### src/rtl/tf_pkg.sv
// Shared types and helpers for the twiddle-factor generator: octant flags,
// the 45-degree constant and the octant fold/unfold helpers.
package tf_pkg;

    typedef struct packed {
        logic swap;
        logic neg_re;
        logic neg_im;
    } oct_flags_t;

    // floor(2^frac * sqrt(0.5)) == isqrt(2^(2*frac-1)), exact integer search
    function automatic longint unsigned c45(input int frac);
        longint unsigned target;
        longint unsigned root;
        longint unsigned cand;
        target = 64'd1 << (2 * frac - 1);
        root   = 64'd0;
        for (int b = 31; b >= 0; b--) begin
            cand = root | (64'd1 << b);
            if (cand * cand <= target) begin
                root = cand;
            end else begin
                root = root;
            end
        end
        return root;
    endfunction

    function automatic logic [9:0] fold_t(input logic [2:0] o, input logic [9:0] r,
                                          input int log2n);
        logic [9:0] eighth;
        eighth = 10'd1 << (log2n - 3);
        return o[0] ? (eighth - r) : r;
    endfunction

    function automatic oct_flags_t oct_flags(input logic [2:0] o, input logic inv);
        oct_flags_t f;
        f.swap   = o[1] ^ o[0];
        f.neg_re = o[2] ^ o[1];
        f.neg_im = (~o[2]) ^ inv;
        return f;
    endfunction

endpackage

### src/rtl/tf_lane.sv
// One twiddle lane: octant fold, first-octant ROM with 45-degree bypass, unfold.
// Conjugation by inv is only built when TF_GEN_INV_EN is defined.
module tf_lane
    import tf_pkg::*;
#(
    parameter int LOG2N = 8,
    parameter int W     = 32,
    parameter int FRAC  = 16
) (
    input  logic               clk,
    input  logic               rst_n,
    input  logic               adv,
    input  logic [LOG2N-1:0]   k,
    input  logic               inv,
    output logic [2*W-1:0]     tf
);

    localparam int N   = 1 << LOG2N;
    localparam int OCT = N / 8;
    localparam int RW  = LOG2N - 3;
    localparam int TW  = LOG2N - 2;
    localparam int DW  = 2 * W;
    localparam logic signed [127:0] PI_Q60  = 128'sh3243F6A8885A308D;
    localparam logic signed [127:0] ONE_Q60 = 128'sh1000000000000000;

    // First-octant {cos, sin} magnitudes, truncated, computed at elaboration in Q60
    function automatic logic [OCT*DW-1:0] build_rom();
        logic [OCT*DW-1:0]   img;
        logic signed [127:0] th, th2, tc, ts, c, s;
        img = '0;
        for (int t = 0; t < OCT; t++) begin
            th  = (PI_Q60 * 128'(t)) >>> (LOG2N - 1);
            th2 = (th * th) >>> 60;
            tc  = ONE_Q60;
            ts  = th;
            c   = tc;
            s   = ts;
            for (int n = 1; n <= 12; n++) begin
                tc = -((tc * th2) >>> 60) / 128'(2 * n * (2 * n - 1));
                ts = -((ts * th2) >>> 60) / 128'(2 * n * (2 * n + 1));
                c  = c + tc;
                s  = s + ts;
            end
            c = c >>> (60 - FRAC);
            s = s >>> (60 - FRAC);
            img[t*DW +: DW] = {c[W-1:0], s[W-1:0]};
        end
        return img;
    endfunction

    localparam logic [OCT*DW-1:0] ROM_IMG = build_rom();
    localparam logic [W-1:0]      C45     = W'(c45(FRAC));

    logic [2:0]    o_s;
    logic [RW-1:0] r_s;
    logic [TW-1:0] t_s;
    logic [TW-1:0] t_r;
    logic [2:0]    o_r;
    logic          s1_inv_s;
    logic [DW-1:0] rom_word_s;
    logic [DW-1:0] d2_s;
    logic [DW-1:0] data_r;
    oct_flags_t    flags_r;
    logic [W-1:0]  cos_m_s, sin_m_s, re_m_s, im_m_s, re_s, im_s;

    // Fold the exponent into octant and first-octant index
    always_comb begin
        o_s = k[LOG2N-1 -: 3];
        r_s = k[RW-1:0];
        t_s = TW'(fold_t(o_s, 10'(r_s), LOG2N));
    end

`ifdef TF_GEN_INV_EN
    logic inv_r;

    // Inverse request travels with the vector through S1
    always_ff @(posedge clk or negedge rst_n) begin
        if (!rst_n) begin
            inv_r <= 1'b0;
        end else if (adv) begin
            inv_r <= inv;
        end
    end
    assign s1_inv_s = inv_r;
`else
    logic unused_inv_s;
    assign unused_inv_s = inv;
    assign s1_inv_s     = 1'b0;
`endif

    // ROM lookup, replaced by the constant at exactly 45 degrees
    always_comb begin
        rom_word_s = ROM_IMG[32'(t_r[RW-1:0]) * DW +: DW];
        if (t_r == TW'(OCT)) begin
            d2_s = {C45, C45};
        end else begin
            d2_s = rom_word_s;
        end
    end

    // S1 (index, octant) and S2 (ROM data, flags); everything holds under stall
    always_ff @(posedge clk or negedge rst_n) begin
        if (!rst_n) begin
            t_r     <= '0;
            o_r     <= 3'd0;
            data_r  <= '0;
            flags_r <= '0;
        end else if (adv) begin
            t_r     <= t_s;
            o_r     <= o_s;
            data_r  <= d2_s;
            flags_r <= oct_flags(o_r, s1_inv_s);
        end
    end

    // Unfold: swap and sign-correct the first-octant magnitudes
    always_comb begin
        cos_m_s = data_r[DW-1:W];
        sin_m_s = data_r[W-1:0];
        if (flags_r.swap) begin
            re_m_s = sin_m_s;
            im_m_s = cos_m_s;
        end else begin
            re_m_s = cos_m_s;
            im_m_s = sin_m_s;
        end
        re_s = flags_r.neg_re ? -re_m_s : re_m_s;
        im_s = flags_r.neg_im ? -im_m_s : im_m_s;
        tf   = {re_s, im_s};
    end

endmodule

### src/rtl/tf_gen.sv
// Multi-lane twiddle-factor generator with a two-stage valid/ready pipeline.
// Optional macro TF_GEN_INV_EN enables in_inv (conjugated output).
module tf_gen
    import tf_pkg::*;
#(
    parameter int    LANES    = 4,
    parameter int    LOG2N    = 8,
    parameter int    W        = 32,
    parameter int    FRAC     = 16,
    parameter string ROM_FILE = "../TF.hex"
) (
    input  logic                     CLK,
    input  logic                     RSTn,
    input  logic                     in_valid,
    output logic                     in_ready,
    input  logic [LANES*LOG2N-1:0]   in_exp,
    input  logic                     in_inv,
    output logic                     out_valid,
    input  logic                     out_ready,
    output logic [LANES*2*W-1:0]     out_tf
);

    logic adv_s;
    logic s1_valid_r;
    logic s2_valid_r;
    // The table is computed at elaboration, so the external image name is not read
    logic unused_rom_file_s;

    assign unused_rom_file_s = (ROM_FILE != "");
    assign adv_s     = (~s2_valid_r) | out_ready;
    assign in_ready  = adv_s;
    assign out_valid = s2_valid_r;

    // Slot valid bits; a bubble enters S1 whenever in_valid is low on advance
    always_ff @(posedge CLK or negedge RSTn) begin
        if (!RSTn) begin
            s1_valid_r <= 1'b0;
            s2_valid_r <= 1'b0;
        end else if (adv_s) begin
            s1_valid_r <= in_valid;
            s2_valid_r <= s1_valid_r;
        end
    end

    for (genvar i = 0; i < LANES; i++) begin : g_lane
        tf_lane #(
            .LOG2N (LOG2N),
            .W     (W),
            .FRAC  (FRAC)
        ) u_lane (
            .clk   (CLK),
            .rst_n (RSTn),
            .adv   (adv_s),
            .k     (in_exp[i*LOG2N +: LOG2N]),
            .inv   (in_inv),
            .tf    (out_tf[i*2*W +: 2*W])
        );
    end

endmodule

### config.mk
export PLATFORM = sky130hd
export DESIGN_NAME = tf_gen
export DESIGN_NICKNAME = d
export VERILOG_FILES = /design/src/rtl/tf_pkg.sv /design/src/rtl/tf_lane.sv /design/src/rtl/tf_gen.sv
export SDC_FILE = /design/constraint.sdc
export NUM_CORES = 1
export LEC_CHECK = 0
export CAP_MARGIN = 15
export CORE_ASPECT_RATIO = 1.75
export CORE_MARGIN = 2
export CORE_UTILIZATION = 40
export CTS_BUF_LIST = sky130_fd_sc_hd__clkbuf_4 sky130_fd_sc_hd__clkbuf_8
export DETAILED_ROUTE_END_ITERATION = 6
export GPL_ROUTABILITY_DRIVEN = 0
export REMOVE_ABC_BUFFERS = 1
export SLEW_MARGIN = 20
export SYNTH_ARGS = -nofsm -noshare
export SYNTH_HDL_FRONTEND = slang
export SYNTH_HIERARCHICAL = 1
export SYNTH_SLANG_ARGS = --single-unit
### constraint.sdc
create_clock -name CLK -period 6 [get_ports CLK]
set_input_delay 1.5 -clock CLK [delete_from_list [all_inputs] [get_ports CLK]]
set_output_delay 1.5 -clock CLK [all_outputs]
set_load 0.02 [all_outputs]
==> impl_results.md <==
- Gate Count Post-Synth: 2441
- Min cycle time layout: 5.61 ns
- Yosys top cell by area: dfrtp_1
- Top Ports: 295
- Clock-pin slew on the worst setup and hold paths: 0.11 ns
- Synth unique cells: 91
- Die footprint: 49800 um^2
- Total GRT Usage: 0.246
- Min-Delay Path Class: reg2reg
- Fin. max-slew vios: 0
- Mapped Area: 19200 um^2
- Worst Setup End Kind: output pin
- CTS sink count: 182
- VDD IR max: 237 uV
- Post-synthesis sequential area ratio: 0.237
- Max Cap Viol: 0
- Avg Vias per Cell: 6.05
- Synth warn: 6
- Yosys reg bits: 182
- Critical Path, Cell by Cell: buf_4 -> buf_4 -> mux2i_1 -> nand4_1 -> o21ai_0 -> xnor2_1 -> clkdlybuf4s50_1
- P_leak: 0.00897 uW
- Root Driver: clkbuf_8
- DR WL/cell: 20.0 um
- CP Data Required Time: 4.50 ns
- Vias in the first global route: 18000
- Dominant synthesized flop cell: dfrtp_1
- Power density over cell area: 448 nW/um^2
- CTS tree: built
- Status: finished clean
- Antenna violations before repair: 3
- Total number of vias: 19100
- Cts repair resizes: 0
- Total iterations of the first detailed-routing run: 6
- Core region area: 47600 um^2
- Synth area leaders: dfrtp_1 24%, mux2i_1 7.2%, o21ai_0 5.2%
- DRC: 0
- Setup TNS: 0 ns
- RSZ-0062 raised after global routing: no
- Nets: 2641
- DP HPWL: 47100 um
- Buf/Inv on CP: 3
- Area grow syn2layout: 17.5%
- Critical Path Slowest Stage Cell: dfrtp_2
- Initial DRC Count: 1537
- Cts hold-fix bufs: 0
- Syn avg cell area: 7.86 um^2
- Port bufs: 293
- DRT Wirelength: 63100 um
- Final hold vios: 0
- Final ANT Viol Nets: 0
- CP arrival: 4.11 ns
- Fmax: 0.178 GHz
- Crit path launch type: register
- Tcrit/Tclk final: 0.935
- Worst slew margin relative to its limit: 0.241
- Critical path type: reg2out
- Worst-Margin Slew: 1.14 ns
- Largest net degree at the start of global routing: 95
- Rows: 106
- H-tree depth: 4
- Global-route wire length before repair: 98700 um
- Post-Route Skew: 0.0220 ns
- Most frequent cell on the critical path: buf_4
- Post-CTS Setup Inserts: 0
- Clk buf depth: 2
- Most frequent cell after synthesis: o21ai_0
- CP top delay family: buffers and inverters
- Die X: 170 um
- Initial Utilization: 0.403
- Final core occ: 0.474
- Synth top cells by count: 200 x o21ai_0, 198 x a21oi_1, 189 x nor2_1, 182 x dfrtp_1, 171 x nand2_1
- GRT Residual Overflow: 0
- CTS Buf Count: 17
- Clock Latency Late Sink: 0.51 ns
- Worst R2R Setup Slack: 2.78 ns
- Post-synth top area share: 0.237
- Worst-path maximum fanout: 28
- Setup violators final: 0
- Die height: 294 um
- Async S/R FF share, synth: 1.00
- Ratio of cells with drive above 1 in the final layout: 0.0639
- Number of flops mapped to enable cells by yosys: 0
- Delay of the slowest cell on the worst path: 0.68 ns
-- report_power, final --
part / internal [uW] / switching, uW / total [uW]
registers: 1560 / 823 / 2380
logic: 3060 / 3810 / 6870
clock network: 310 / 535 / 845
total: 4930 / 5170 / 10100
-- area by class of cell --
type	count	area [um^2]
fillers	4665	25100
clock buffers	18	241
inverters	91	342
repair buffers	329	3230
well taps	594	743
flip-flops and latches	182	4560
clock inverters	14	139
diodes	1	2.50
multi-input cells	1931	13300
-- layout by cell type (no fill, tap or decap), types with 17 or more instances in the layout --
cell	n
clkdlybuf4s50_1	292
o21ai_0	200
a21oi_1	198
nor2_1	189
dfrtp_1	174
nand2_1	171
mux2i_1	138
xor2_1	95
inv_1	89
nor3_1	75
xnor2_1	58
ha_1	52
a21boi_0	47
o31a_1	44
nand2b_1	42
o211ai_1	41
nor2b_1	40
nand3_1	39
a31oi_1	38
o2bb2ai_1	34
buf_4	34
a211oi_1	32
mux2_2	26
a22o_1	25
o31ai_1	22
nor3b_1	20
clkbuf_8	18
a211o_1	17
-- metrics by stage --
step / area [um^2] / hold WS, ns / total power [uW] / cells / worst slack [ns]
after floorplan: 18200 / 0.432 / 6360 / 2204 / 0.588
after global placement: 22200 / 0.449 / 9170 / 3127 / 1.06
after detailed placement: 22200 / 0.461 / 9240 / 3127 / 0.994
after CTS: 22600 / 0.487 / 10100 / 3159 / 0.393
after global routing: 22600 / 0.513 / 10700 / 3160 / 0.169
final: 22600 / 0.477 / 10100 / 3160 / 0.388
-- worst reg2reg max path: cells and delay by family (launching register included) --
| family | cells | cell delay, ns |
|---|---|---|
| simple gates | 3 | 1.21 |
| buf+inv | 1 | 0.41 |
| compound gates | 2 | 0.42 |
| fa+ha+maj | 1 | 0.37 |
| flops | 1 | 0.68 |
-- registers in the layout, indices dropped and copies added, names as in the netlist --
| register | count |
|---|---|
| g_lane.u_lane/data_r | 132 |
| g_lane.u_lane/flags_r | 12 |
| g_lane.u_lane/o_r | 12 |
| g_lane.u_lane/t_r | 24 |
| out_valid | 1 |
| s1_valid_r | 1 |
-- final timing paths --
check,startpoint,endpoint,depth (start not counted)
worst max-delay path,g_lane[1].u_lane/flags_r[2],out_tf[112],7
worst min-delay path,s1_valid_r,out_valid,1
worst max register to register,g_lane[0].u_lane/t_r[1],g_lane[0].u_lane/data_r[6],7
worst min register to register,s1_valid_r,out_valid,1
max in group asynchronous,RSTn,g_lane[0].u_lane/t_r[2],2
min in group asynchronous,RSTn,out_valid,1
-- logic make-up (layout without fill, tap and decap cells) --
kind of cell             count (synthesis)  after routing  synth area share
AND/OR/NAND/NOR                        675            675             0.180
buffers and inverters                  328            452            0.0703
flip-flops                             182            182             0.237
AO/OA/AOI/OAI                          875            875             0.308
adder cells (fa/ha/maj)                 52             52            0.0339
multiplexers                           176            176             0.101
XOR/XNOR                               153            153            0.0698
other                                    0              1                 0
-- per-layer routing --
metal,routed length (um),track usage
met1,24700,0.283
met2,32700,0.451
met3,2800,0.0257
met4,2790,0.117
met5,24,0
(Power assumes the default switching activity.)
